[config.mk]
export PLATFORM = sky130hd
export DESIGN_NAME = p88_load_sequencer_flat
export DESIGN_NICKNAME = d
export VERILOG_FILES = /design/src/rtl/p88_load_sequencer_if.sv /design/src/rtl/p88_load_sequencer.sv /design/src/flat_wrapper.sv
export SDC_FILE = /design/constraint.sdc
export NUM_CORES = 1
export LEC_CHECK = 0
export CAP_MARGIN = 15
export CORE_MARGIN = 5
export CORE_UTILIZATION = 40
export CTS_CLUSTER_SIZE = 25
export DETAILED_ROUTE_END_ITERATION = 12
export PLACE_DENSITY = 0.6
export SYNTH_ARGS = -nofsm -noshare
export SYNTH_HDL_FRONTEND = slang
export SYNTH_SLANG_ARGS = --single-unit
[constraint.sdc]
create_clock -name clk_sys -period 3.3 [get_ports clk_sys]
set_input_delay 0.33 -clock clk_sys [delete_from_list [all_inputs] [get_ports clk_sys]]
set_output_delay 0.33 -clock clk_sys [all_outputs]
set_load 0.005 [all_outputs]
[src/rtl/p88_load_sequencer_if.sv]
// ---------------------------------------------------------------------------
// p88_load_sequencer_if
//   Shared memory write port driven by the P88 load sequencer and consumed by
//   the top-level RAM/ROM mux.
//
//   Signals
//     mem_req   sequencer -> memory   write request, held until mem_ack
//     mem_rom   sequencer -> memory   target select: 0 = DRAM, 1 = boot ROM
//     mem_addr  sequencer -> memory   write address (ADDR_W bits)
//     mem_data  sequencer -> memory   write data byte
//     mem_ack   memory -> sequencer   write completed (may come in the request cycle)
//
//   Modports
//     master    the sequencer side
//     slave     the memory / mux side
// ---------------------------------------------------------------------------
interface p88_load_sequencer_if #(
  parameter int ADDR_W = 18
) ();

  logic              mem_req;
  logic              mem_rom;
  logic [ADDR_W-1:0] mem_addr;
  logic [7:0]        mem_data;
  logic              mem_ack;

  modport master (
    output mem_req,
    output mem_rom,
    output mem_addr,
    output mem_data,
    input  mem_ack
  );

  modport slave (
    input  mem_req,
    input  mem_rom,
    input  mem_addr,
    input  mem_data,
    output mem_ack
  );

endinterface

[src/rtl/p88_load_sequencer.sv]
// ---------------------------------------------------------------------------
// p88_load_sequencer
//   Parses the P88 program image arriving on the ioctl download byte stream
//   and turns it into single-byte writes to DRAM (0xC8 records) or to the
//   boot ROM far-JMP reset vector (0xCA records). The system is held in reset
//   for the whole load.
//
//   Parameters
//     ADDR_W      DRAM write address width (must be <= 20)
//     ROM_ADDR_W  boot ROM address width
//     VEC_BASE    ROM address of the first reset-vector byte
//
//   Ports
//     clk_sys         in   system clock, rising edge
//     reset           in   synchronous active-high reset
//     ioctl_download  in   high for the whole image download
//     ioctl_wr        in   one-cycle byte strobe
//     ioctl_dout      in   image byte
//     ioctl_wait      out  stall request to the byte source
//     cpu_reset_hold  out  system reset request while loading
//     load_error      out  sticky error, cleared when a new download starts
//     mem             master side of the shared memory write port
// ---------------------------------------------------------------------------
module p88_load_sequencer #(
  parameter int ADDR_W     = 18,
  parameter int ROM_ADDR_W = 3,
  parameter int VEC_BASE   = 0
) (
  input  logic                        clk_sys,
  input  logic                        reset,
  input  logic                        ioctl_download,
  input  logic                        ioctl_wr,
  input  logic [7:0]                  ioctl_dout,
  output logic                        ioctl_wait,
  output logic                        cpu_reset_hold,
  output logic                        load_error,
  p88_load_sequencer_if.master        mem
);

  typedef enum logic [3:0] {
    S_IDLE, S_CMD, S_HDR8, S_HDRA, S_DATA, S_WR, S_WREL, S_VEC, S_VWR, S_ERR
  } state_t;

  state_t            state_q, state_d;
  logic              dl_q;
  logic              hold_q, hold_d;
  logic              err_q, err_d;
  logic              pend_q, pend_d;   // download ended while a write was in flight
  logic [2:0]        cnt_q, cnt_d;     // header byte index
  logic [15:0]       seg_q, seg_d;
  logic [15:0]       off_q, off_d;
  logic [15:0]       len_q, len_d;
  logic [ADDR_W-1:0] addr_q, addr_d;
  logic [7:0]        data_q, data_d;
  logic [2:0]        idx_q, idx_d;     // reset-vector byte index 0..4

  logic              busy;
  logic              byte_acc;
  logic              dl_rise, dl_fall;
  logic              end_now;
  logic [19:0]       lin_w;
  logic [ROM_ADDR_W-1:0] rom_addr_w;
  logic [7:0]        vec_byte;

  // States in which a memory handshake is in progress; the byte source is
  // stalled and a new download start cannot take over.
  assign busy     = (state_q inside {S_WR, S_WREL, S_VEC, S_VWR});
  assign byte_acc = ioctl_wr & ~busy;
  assign dl_rise  = ioctl_download & ~dl_q;
  assign dl_fall  = ~ioctl_download & dl_q;
  assign end_now  = pend_q | dl_fall;

  // Real-mode linear address, wrapping at 1 MiB.
  assign lin_w = {seg_q, 4'h0} + {4'h0, off_q};

  // -------------------------------------------------------------------------
  // State register
  // -------------------------------------------------------------------------
  always_ff @(posedge clk_sys) begin
    if (reset) begin
      state_q <= S_IDLE;
      dl_q    <= 1'b0;
      hold_q  <= 1'b0;
      err_q   <= 1'b0;
      pend_q  <= 1'b0;
      cnt_q   <= '0;
      seg_q   <= '0;
      off_q   <= '0;
      len_q   <= '0;
      addr_q  <= '0;
      data_q  <= '0;
      idx_q   <= '0;
    end else begin
      state_q <= state_d;
      dl_q    <= ioctl_download;
      hold_q  <= hold_d;
      err_q   <= err_d;
      pend_q  <= pend_d;
      cnt_q   <= cnt_d;
      seg_q   <= seg_d;
      off_q   <= off_d;
      len_q   <= len_d;
      addr_q  <= addr_d;
      data_q  <= data_d;
      idx_q   <= idx_d;
    end
  end

  // -------------------------------------------------------------------------
  // Next-state logic
  // -------------------------------------------------------------------------
  always_comb begin
    state_d = state_q;
    hold_d  = hold_q;
    err_d   = err_q;
    pend_d  = pend_q;
    cnt_d   = cnt_q;
    seg_d   = seg_q;
    off_d   = off_q;
    len_d   = len_q;
    addr_d  = addr_q;
    data_d  = data_q;
    idx_d   = idx_q;

    case (state_q)
      S_IDLE: ;

      S_CMD: begin
        if (byte_acc) begin
          cnt_d = 3'd0;
          if (ioctl_dout == 8'hC8) begin
            state_d = S_HDR8;
          end else if (ioctl_dout == 8'hCA) begin
            state_d = S_HDRA;
          end else begin
            state_d = S_ERR;
            err_d   = 1'b1;
          end
        end
      end

      // Both header types share the seg/off layout; HDR8 adds two skip bytes
      // and the length.
      S_HDR8, S_HDRA: begin
        if (byte_acc) begin
          cnt_d = cnt_q + 3'd1;
          case (cnt_q)
            3'd0:    seg_d[7:0]  = ioctl_dout;
            3'd1:    seg_d[15:8] = ioctl_dout;
            3'd2:    off_d[7:0]  = ioctl_dout;
            3'd3:    off_d[15:8] = ioctl_dout;
            3'd6:    len_d[7:0]  = ioctl_dout;
            3'd7:    len_d[15:8] = ioctl_dout;
            default: ;
          endcase
          if (state_q == S_HDRA && cnt_q == 3'd3) begin
            idx_d   = 3'd0;
            state_d = S_VEC;
          end
          if (state_q == S_HDR8 && cnt_q == 3'd7) begin
            addr_d  = lin_w[ADDR_W-1:0];
            state_d = ({ioctl_dout, len_q[7:0]} == 16'd0) ? S_CMD : S_DATA;
          end
        end
      end

      S_DATA: begin
        if (byte_acc) begin
          data_d  = ioctl_dout;
          state_d = S_WR;
        end
      end

      S_WR: begin
        if (mem.mem_ack) begin
          addr_d  = addr_q + ADDR_W'(1);
          len_d   = len_q - 16'd1;
          state_d = S_WREL;
        end
      end

      // One extra stall cycle after the ack gives the 3-clock byte period.
      S_WREL: begin
        if (end_now) begin
          state_d = S_IDLE;
          hold_d  = 1'b0;
          err_d   = 1'b1;
        end else begin
          state_d = (len_q == 16'd0) ? S_CMD : S_DATA;
        end
      end

      S_VEC: state_d = S_VWR;

      S_VWR: begin
        if (mem.mem_ack) begin
          if (idx_q == 3'd4) begin
            if (end_now) begin
              state_d = S_IDLE;
              hold_d  = 1'b0;
              err_d   = 1'b1;
            end else begin
              state_d = S_CMD;
            end
          end else begin
            idx_d   = idx_q + 3'd1;
            state_d = S_VEC;
          end
        end
      end

      S_ERR: err_d = 1'b1;

      default: state_d = S_IDLE;
    endcase

    // Download edges override the byte-driven step. A new start is not
    // honoured mid-handshake so a write is never torn.
    if (dl_rise && !busy) begin
      state_d = S_CMD;
      hold_d  = 1'b1;
      err_d   = 1'b0;
    end else if (dl_fall) begin
      case (state_q)
        S_CMD, S_ERR: begin
          state_d = S_IDLE;
          hold_d  = 1'b0;
        end
        S_HDR8, S_HDRA, S_DATA: begin
          state_d = S_IDLE;
          hold_d  = 1'b0;
          err_d   = 1'b1;
        end
        S_WR, S_VEC, S_VWR: pend_d = 1'b1;
        default: ;
      endcase
    end

    if (state_d == S_IDLE) pend_d = 1'b0;
  end

  // -------------------------------------------------------------------------
  // Outputs (decoded from registered state, so stable for a whole cycle)
  // -------------------------------------------------------------------------
  assign rom_addr_w = ROM_ADDR_W'(VEC_BASE) + ROM_ADDR_W'(idx_q);

  always_comb begin
    case (idx_q)
      3'd0:    vec_byte = 8'hEA;          // far JMP opcode
      3'd1:    vec_byte = off_q[7:0];
      3'd2:    vec_byte = off_q[15:8];
      3'd3:    vec_byte = seg_q[7:0];
      default: vec_byte = seg_q[15:8];
    endcase
  end

  always_comb begin
    ioctl_wait     = busy;
    cpu_reset_hold = hold_q;
    load_error     = err_q;
    mem.mem_req    = (state_q == S_WR) || (state_q == S_VWR);
    mem.mem_rom    = (state_q == S_VEC) || (state_q == S_VWR);
    mem.mem_addr   = addr_q;
    mem.mem_data   = data_q;
    if (mem.mem_rom) begin
      mem.mem_addr = ADDR_W'(rom_addr_w);
      mem.mem_data = vec_byte;
    end
  end

endmodule

[src/flat_wrapper.sv]
// flat-port wrapper written by rule: the top's interface ports become plain ports
module p88_load_sequencer_flat 
#(
  parameter int ADDR_W     = 18,
  parameter int ROM_ADDR_W = 3,
  parameter int VEC_BASE   = 0
)
  (clk_sys, reset, ioctl_download, ioctl_wr, ioctl_dout, ioctl_wait, cpu_reset_hold, load_error, mem_mem_req, mem_mem_rom, mem_mem_addr, mem_mem_data, mem_mem_ack);
  p88_load_sequencer_if #(.ADDR_W(ADDR_W)) mem_i ();
  input  logic clk_sys;
  input  logic reset;
  input  logic ioctl_download;
  input  logic ioctl_wr;
  input  logic [7:0] ioctl_dout;
  output logic ioctl_wait;
  output logic cpu_reset_hold;
  output logic load_error;
  output wire logic [$bits(mem_i.mem_req)-1:0] mem_mem_req;
  output wire logic [$bits(mem_i.mem_rom)-1:0] mem_mem_rom;
  output wire logic [$bits(mem_i.mem_addr)-1:0] mem_mem_addr;
  output wire logic [$bits(mem_i.mem_data)-1:0] mem_mem_data;
  input wire logic [$bits(mem_i.mem_ack)-1:0] mem_mem_ack;
  assign mem_mem_req = mem_i.mem_req;
  assign mem_mem_rom = mem_i.mem_rom;
  assign mem_mem_addr = mem_i.mem_addr;
  assign mem_mem_data = mem_i.mem_data;
  assign mem_i.mem_ack = mem_mem_ack;
  p88_load_sequencer #(.ADDR_W(ADDR_W), .ROM_ADDR_W(ROM_ADDR_W), .VEC_BASE(VEC_BASE)) u_core (.clk_sys(clk_sys), .reset(reset), .ioctl_download(ioctl_download), .ioctl_wr(ioctl_wr), .ioctl_dout(ioctl_dout), .ioctl_wait(ioctl_wait), .cpu_reset_hold(cpu_reset_hold), .load_error(load_error), .mem(mem_i));
endmodule
Word-level counts from Yosys, hierarchy flattened. Cells that the tools add are included.

Register bits: 88. Input bits: 13.

Bitwise logic cells: 8. Muxes and demuxes: 54. $add $sub $neg: 5. Reductions and logical operators: 34. Equality and inequality tests: 29.

Operators with widths (count): $mux W18 (4); $mux W4 (13); $pmux W18 S2 (1); $logic_not A16 Y1 (2); $mux W16 (2); $pmux W16 S2 (1); $pmux W4 S8 (1); $pmux W8 S4 (1); $mux W3 (9); $mux W8 (3); $add A18 B1 Y18 const B (1); $add A18 B16 Y18 (1); $reduce_and A3 Y1 (6); $eq A4 B3 Y1 const B (4); $eq A8 B8 Y1 const B (2); $sub A16 B1 Y16 const B (1); $mux W1 (15); $eq A3 B2 Y1 const B (4); $pmux W3 S2 (2); $reduce_and A4 Y1 (3); $ne A2 B1 Y1 const B (5); $eq A3 B3 Y1 const B (3); $eq A4 B2 Y1 const B (2); $eq A4 B4 Y1 const B (2); other kinds (21) (42).

Longest topological paths before layout.
Depth in word-level cells: 12. Gate-level depth with buffers: 9. Gate-level depth less buffers: 9.

Least setup slack after synthesis. No wires, ideal clock.

Path type: register -> register. From: register u_core.len_q[4]. To: register u_core.pend_q. Cell stages (with the launch flop): 10. Arrival: 2.088 ns. Setup time: 0.126 ns. Data required time: 3.174 ns. Path slack: 1.085 ns. Path buffers: 3. Cells stage by stage: dfxtp_1 buf_6 or4_4 buf_6 or2_1 buf_6 or3_1 a21oi_2 and3_1 o32ai_1.

Word-level cells in the longest chain between the ends: 10. Elaborated cells between the ends (all ways): 13. Those cells by class: mux (9); reduce/logical (4).

RTL lines: start, declared (RTL line p88_load_sequencer.sv:52) `logic [15:0] len_q, len_d;`; start signal, assigned (RTL line p88_load_sequencer.sv:102) `len_q <= len_d;`; $logic_not A16 Y1 (RTL line p88_load_sequencer.sv:162) `state_d = ({ioctl_dout, len_q[7:0]} == 16'd0) ? S_CMD : S_DATA;`; $mux W3 (RTL line p88_load_sequencer.sv:162); $mux W4 (RTL line p88_load_sequencer.sv:160) `if (state_q == S_HDR8 && cnt_q == 3'd7) begin`; $mux W4 (RTL line p88_load_sequencer.sv:145) `if (byte_acc) begin`; $pmux W4 S8 (*) (RTL line p88_load_sequencer.sv:125) `case (state_q)`; $mux W4 (RTL line p88_load_sequencer.sv:224) `case (state_q)`; $mux W4 (*) (RTL line p88_load_sequencer.sv:223) `end else if (dl_fall) begin`; $mux W4 (*) (RTL line p88_load_sequencer.sv:219) `if (dl_rise && !busy) begin`; $logic_not A4 Y1 (*) (RTL line p88_load_sequencer.sv:239) `if (state_d == S_IDLE) pend_d = 1'b0;`; $reduce_or A2 Y1 (no line) (*); end signal, assigned (RTL line p88_load_sequencer.sv:98) `pend_q <= pend_d;`; end, declared (RTL line p88_load_sequencer.sv:48) `logic pend_q, pend_d;`.

Every way passes the cells marked *; elsewhere a longest branch is shown, timed or not. A chain may end at the register's enable or synchronous reset.

Final worst setup path.
From: register u_core.idx_q[1]. To: output port mem_mem_data[5].

Word-level cells in the longest chain between the ends: 3. Elaborated cells between the ends (all ways): 6. Those cells by class: eq/ne (3); mux (2); reduce/logical (1).

RTL lines: start, declared (RTL line p88_load_sequencer.sv:55) `logic [2:0] idx_q, idx_d;`; start signal, assigned (RTL line p88_load_sequencer.sv:105) `idx_q <= idx_d;`; $eq A3 B2 Y1 (tied with other cells) (RTL line p88_load_sequencer.sv:248) `case (idx_q)`; $pmux W8 S4 (*) (RTL line p88_load_sequencer.sv:248); $mux W8 (*) (RTL line p88_load_sequencer.sv:265) `if (mem.mem_rom) begin`; end, declared (RTL line flat_wrapper.sv:21) `output wire logic [$bits(mem_i.mem_data)-1:0] mem_mem_data;`.

Marks and branches as above.

==> results.json <==
{
  "outcome": "finished clean",
  "die_area_mm2": 0.0166,
  "clockRootBuffer": "clkbuf_16",
  "synth_fa_ha_area_share_pct": 6.11,
  "post-route-min-period_ns": 2.96,
  "worstHoldStart": "u_core.seg_q[15]$_SDFFE_PP0P_",
  "track_usage_pct": 22.3,
  "grt_pass1_wl_mm": 29.4,
  "fp.coreArea_mm2": 0.0139,
  "min_to": "u_core.seg_q[15]$_SDFFE_PP0P_",
  "cp.arrival_ns": 2.63,
  "postSynth.asyncResetShare_pct": 0,
  "synth.avg_cell_area_um2": 7.29,
  "yosysSeqAreaShare_pct": 31.2,
  "hold_slack_ns": 0.467,
  "setup-violations-final": 0,
  "vdd_drop_max_uv": 351,
  "std_cell_rows": 43,
  "drtAntennaViolNets": 0,
  "drt_first_pass_iters": 8,
  "max-slew-margin-rel_pct": 40.4,
  "synthCells": 776,
  "max_freq_ghz": 0.337,
  "grt-ovfl-total": 0,
  "antenna_found_initial": 0,
  "final_area_mm2": 0.00654,
  "drv_cap": 0,
  "hold_path_class": "register to register",
  "drive_gt1_share_pct": 5.65,
  "worstSetupEndpointType": "primary output",
  "detail_route.wl_per_cell_um": 18.9,
  "reg2reg_from": "u_core.state_q[2]$_SDFF_PP0_",
  "antennaDiodeCount": 0,
  "worstMarginPinSlew_ns": 0.895,
  "ctsResizeCount": 0,
  "slowest_stage": "clkdlybuf4s50_1",
  "critPathMaxFanout": 8,
  "crit_chain": "inv_1 > ha_1 > nor2b_1 > a222oi_1 > inv_1 > o22ai_1 > a21oi_1 > clkdlybuf4s50_1",
  "cpPeakStageDelay_ns": 0.54,
  "syn-num-nets": 816,
  "num_vias": 5919,
  "drc_errors": 0,
  "final_cell_mix": "a21oi_1, dfxtp_1, nor2_1, nand2_1, nand3_1",
  "numCtsBuffers": 9,
  "fin_crit_sh_pct": 89.8,
  "die_h_um": 129,
  "grt_max_degree": 50,
  "cts.htree.levels": 3,
  "slew_violations": 0,
  "critPathTopFamily": "buffers and inverters",
  "nets": 833,
  "muxShareOfSynthArea_pct": 1.42,
  "viasPerCell": 6.06,
  "hpwl_mm": 13.2,
  "clk_path_buf_depth": 2,
  "worstRegToRegCells": 7,
  "path_class": "register to primary output",
  "cts_tree": "yes",
  "clkSinkCount": 88,
  "synth_top_family_by_area": "simple AND/OR/NAND/NOR gates",
  "finalHoldViolations": 0,
  "floorplan.initialDensity_pct": 40.7,
  "cts_hold_buf": 0,
  "portBuffers": 43,
  "synth-edff-count": 0,
  "leakage_nw": 2.45,
  "synth_ff_type": "dfxtp_1",
  "final_util_pct": 47.1,
  "power_mw": 2.36,
  "cpMostUsedCell": "inv_1",
  "drt-total-wl_mm": 18.4,
  "cp.required_ns": 2.97,
  "yosys.area_share.xor_xnor_pct": 1.24,
  "syn_area_mm2": 0.00565,
  "fillerInstances": 1352,
  "yosys.cell_types.count": 69,
  "grt_pass1_vias": 5383,
  "layout_commonest_cell": "a21oi_1",
  "critical_path_buf_inv_count": 3,
  "startpoint_type": "register",
  "syn_to_final_growth_pct": 15.6,
  "hold-path-cell-count": 2,
  "synth_simple_gate_area_share_pct": 28.4,
  "r2r-end": "u_core.addr_q[13]$_SDFFE_PP0P_",
  "dpl_cell_area_mm2": 0.00624,
  "power_density_mw_per_mm2": 361,
  "boundaryPins": 44,
  "rrSetupSlack_ns": 0.70,
  "synth_compound_area_share_pct": 25.8,
  "chipWidth_um": 129,
  "dr.first_iter.drc_count": 993,
  "rsz0062_at_grt": "no",
  "fin_tns_setup_ns": 0,
  "cts_setup_buffers": 0,
  "yosysWarnings": 0,
  "clock_skew_ns": 0.00822,
  "synth_seq_cells": 88,
  "place_congestion": 0.948,
  "clk_pin_slew_worst_paths_ns": 0.06,
  "worstSkewPairLatency_ns": 0.35
}
[cell families after synthesis]
| family | count (synthesis) |
|---|---|
| XOR/XNOR | 8 |
| AND/OR/NAND/NOR | 331 |
| AO/OA/AOI/OAI | 233 |
| buffers and inverters | 81 |
| adder cells (fa/ha/maj) | 27 |
| flip-flops | 88 |
| multiplexers | 8 |
[worst max path at each step]
stage,from,end,slack [ns],depth (start not counted)
after floorplan,u_core.len_q[4]$_SDFFE_PP0P_,u_core.pend_q$_SDFFE_PP0P_,1.09,9
after detailed placement,ioctl_dout[5],u_core.pend_q$_SDFFE_PP0P_,0.64,7
after global routing,u_core.idx_q[1]$_SDFFE_PP0P_,mem_mem_data[5],0.16,9
after global placement,ioctl_dout[5],u_core.pend_q$_SDFFE_PP0P_,0.64,7
final,u_core.idx_q[1]$_SDFFE_PP0P_,mem_mem_data[5],0.34,8
after CTS,u_core.idx_q[0]$_SDFFE_PP0P_,mem_mem_data[5],0.36,9
[synthesized netlist by cell type, types with 7 or more instances]
cell | number | area share (%)
clkbuf_1 | 48 | 3.2
o21ai_1 | 14 | 1.2
inv_1 | 22 | 1.5
nand3_1 | 54 | 4.8
o21ai_0 | 25 | 2.2
nand2_1 | 84 | 5.6
a22oi_1 | 8 | 1.1
nor2b_1 | 8 | 0.89
and2_1 | 18 | 2.0
a31oi_1 | 12 | 1.3
and3_1 | 8 | 0.89
nor3_1 | 25 | 2.2
nor2_1 | 87 | 5.8
dfxtp_1 | 88 | 31
a211oi_1 | 13 | 1.7
nand4_1 | 7 | 0.77
o22ai_1 | 13 | 1.4
a21oi_1 | 90 | 8.0
mux2i_1 | 8 | 1.4
a222oi_1 | 8 | 1.4
ha_1 | 26 | 5.8
[power breakdown]
part	switching [mW]	internal, mW	leakage, nW
registers	0.0156	1.07	0.710
clock network	0.440	0.603	0.148
logic	0.139	0.0913	1.59
[worst min-delay path, stage by stage (launching register included)]
cell     delay [ns]
dfxtp_1        0.31
nand2_1        0.05
a21oi_1        0.06
[routing by layer]
| layer | part of all wire [%] | GRT usage (%) | vias to the layer above |
|---|---|---|---|
| li1 | - | - | 2850 |
| met1 | 47 | 32.8 | 2749 |
| met2 | 43 | 32.9 | 291 |
| met5 | 0 | 0 | - |
| met3 | 8.5 | 4.44 | 29 |
| met4 | 2.0 | 6.73 | 0 |
[registers in the layout, summed over array words and instances (netlist names)]
register	count
u_core.addr_q	18
u_core.data_q	8
u_core.off_q	16
u_core.pend_q	1
u_core.idx_q	3
u_core.state_q	4
u_core.len_q	16
u_core.dl_q	1
u_core.load_error	1
u_core.cnt_q	3
u_core.seg_q	16
u_core.cpu_reset_hold	1
[layout make-up]
type	count	area, µm²	area share (%)
well taps	180	225	3.45
clock inverters	5	57.6	0.881
multi-input cells	607	3580	54.8
flip-flops and latches	88	1760	27.0
inverters	23	86.3	1.32
repair buffers	64	583	8.92
clock buffers	10	239	3.66
[through the flow]
stage,setup WS [ns],cells
2_1_floorplan,1.09,776
3_3_place_gp,0.643,962
3_5_place_dp,0.640,962
4_1_cts,0.363,977
5_1_grt,0.158,977
6_report,0.337,977
(Power assumes the default switching activity.)
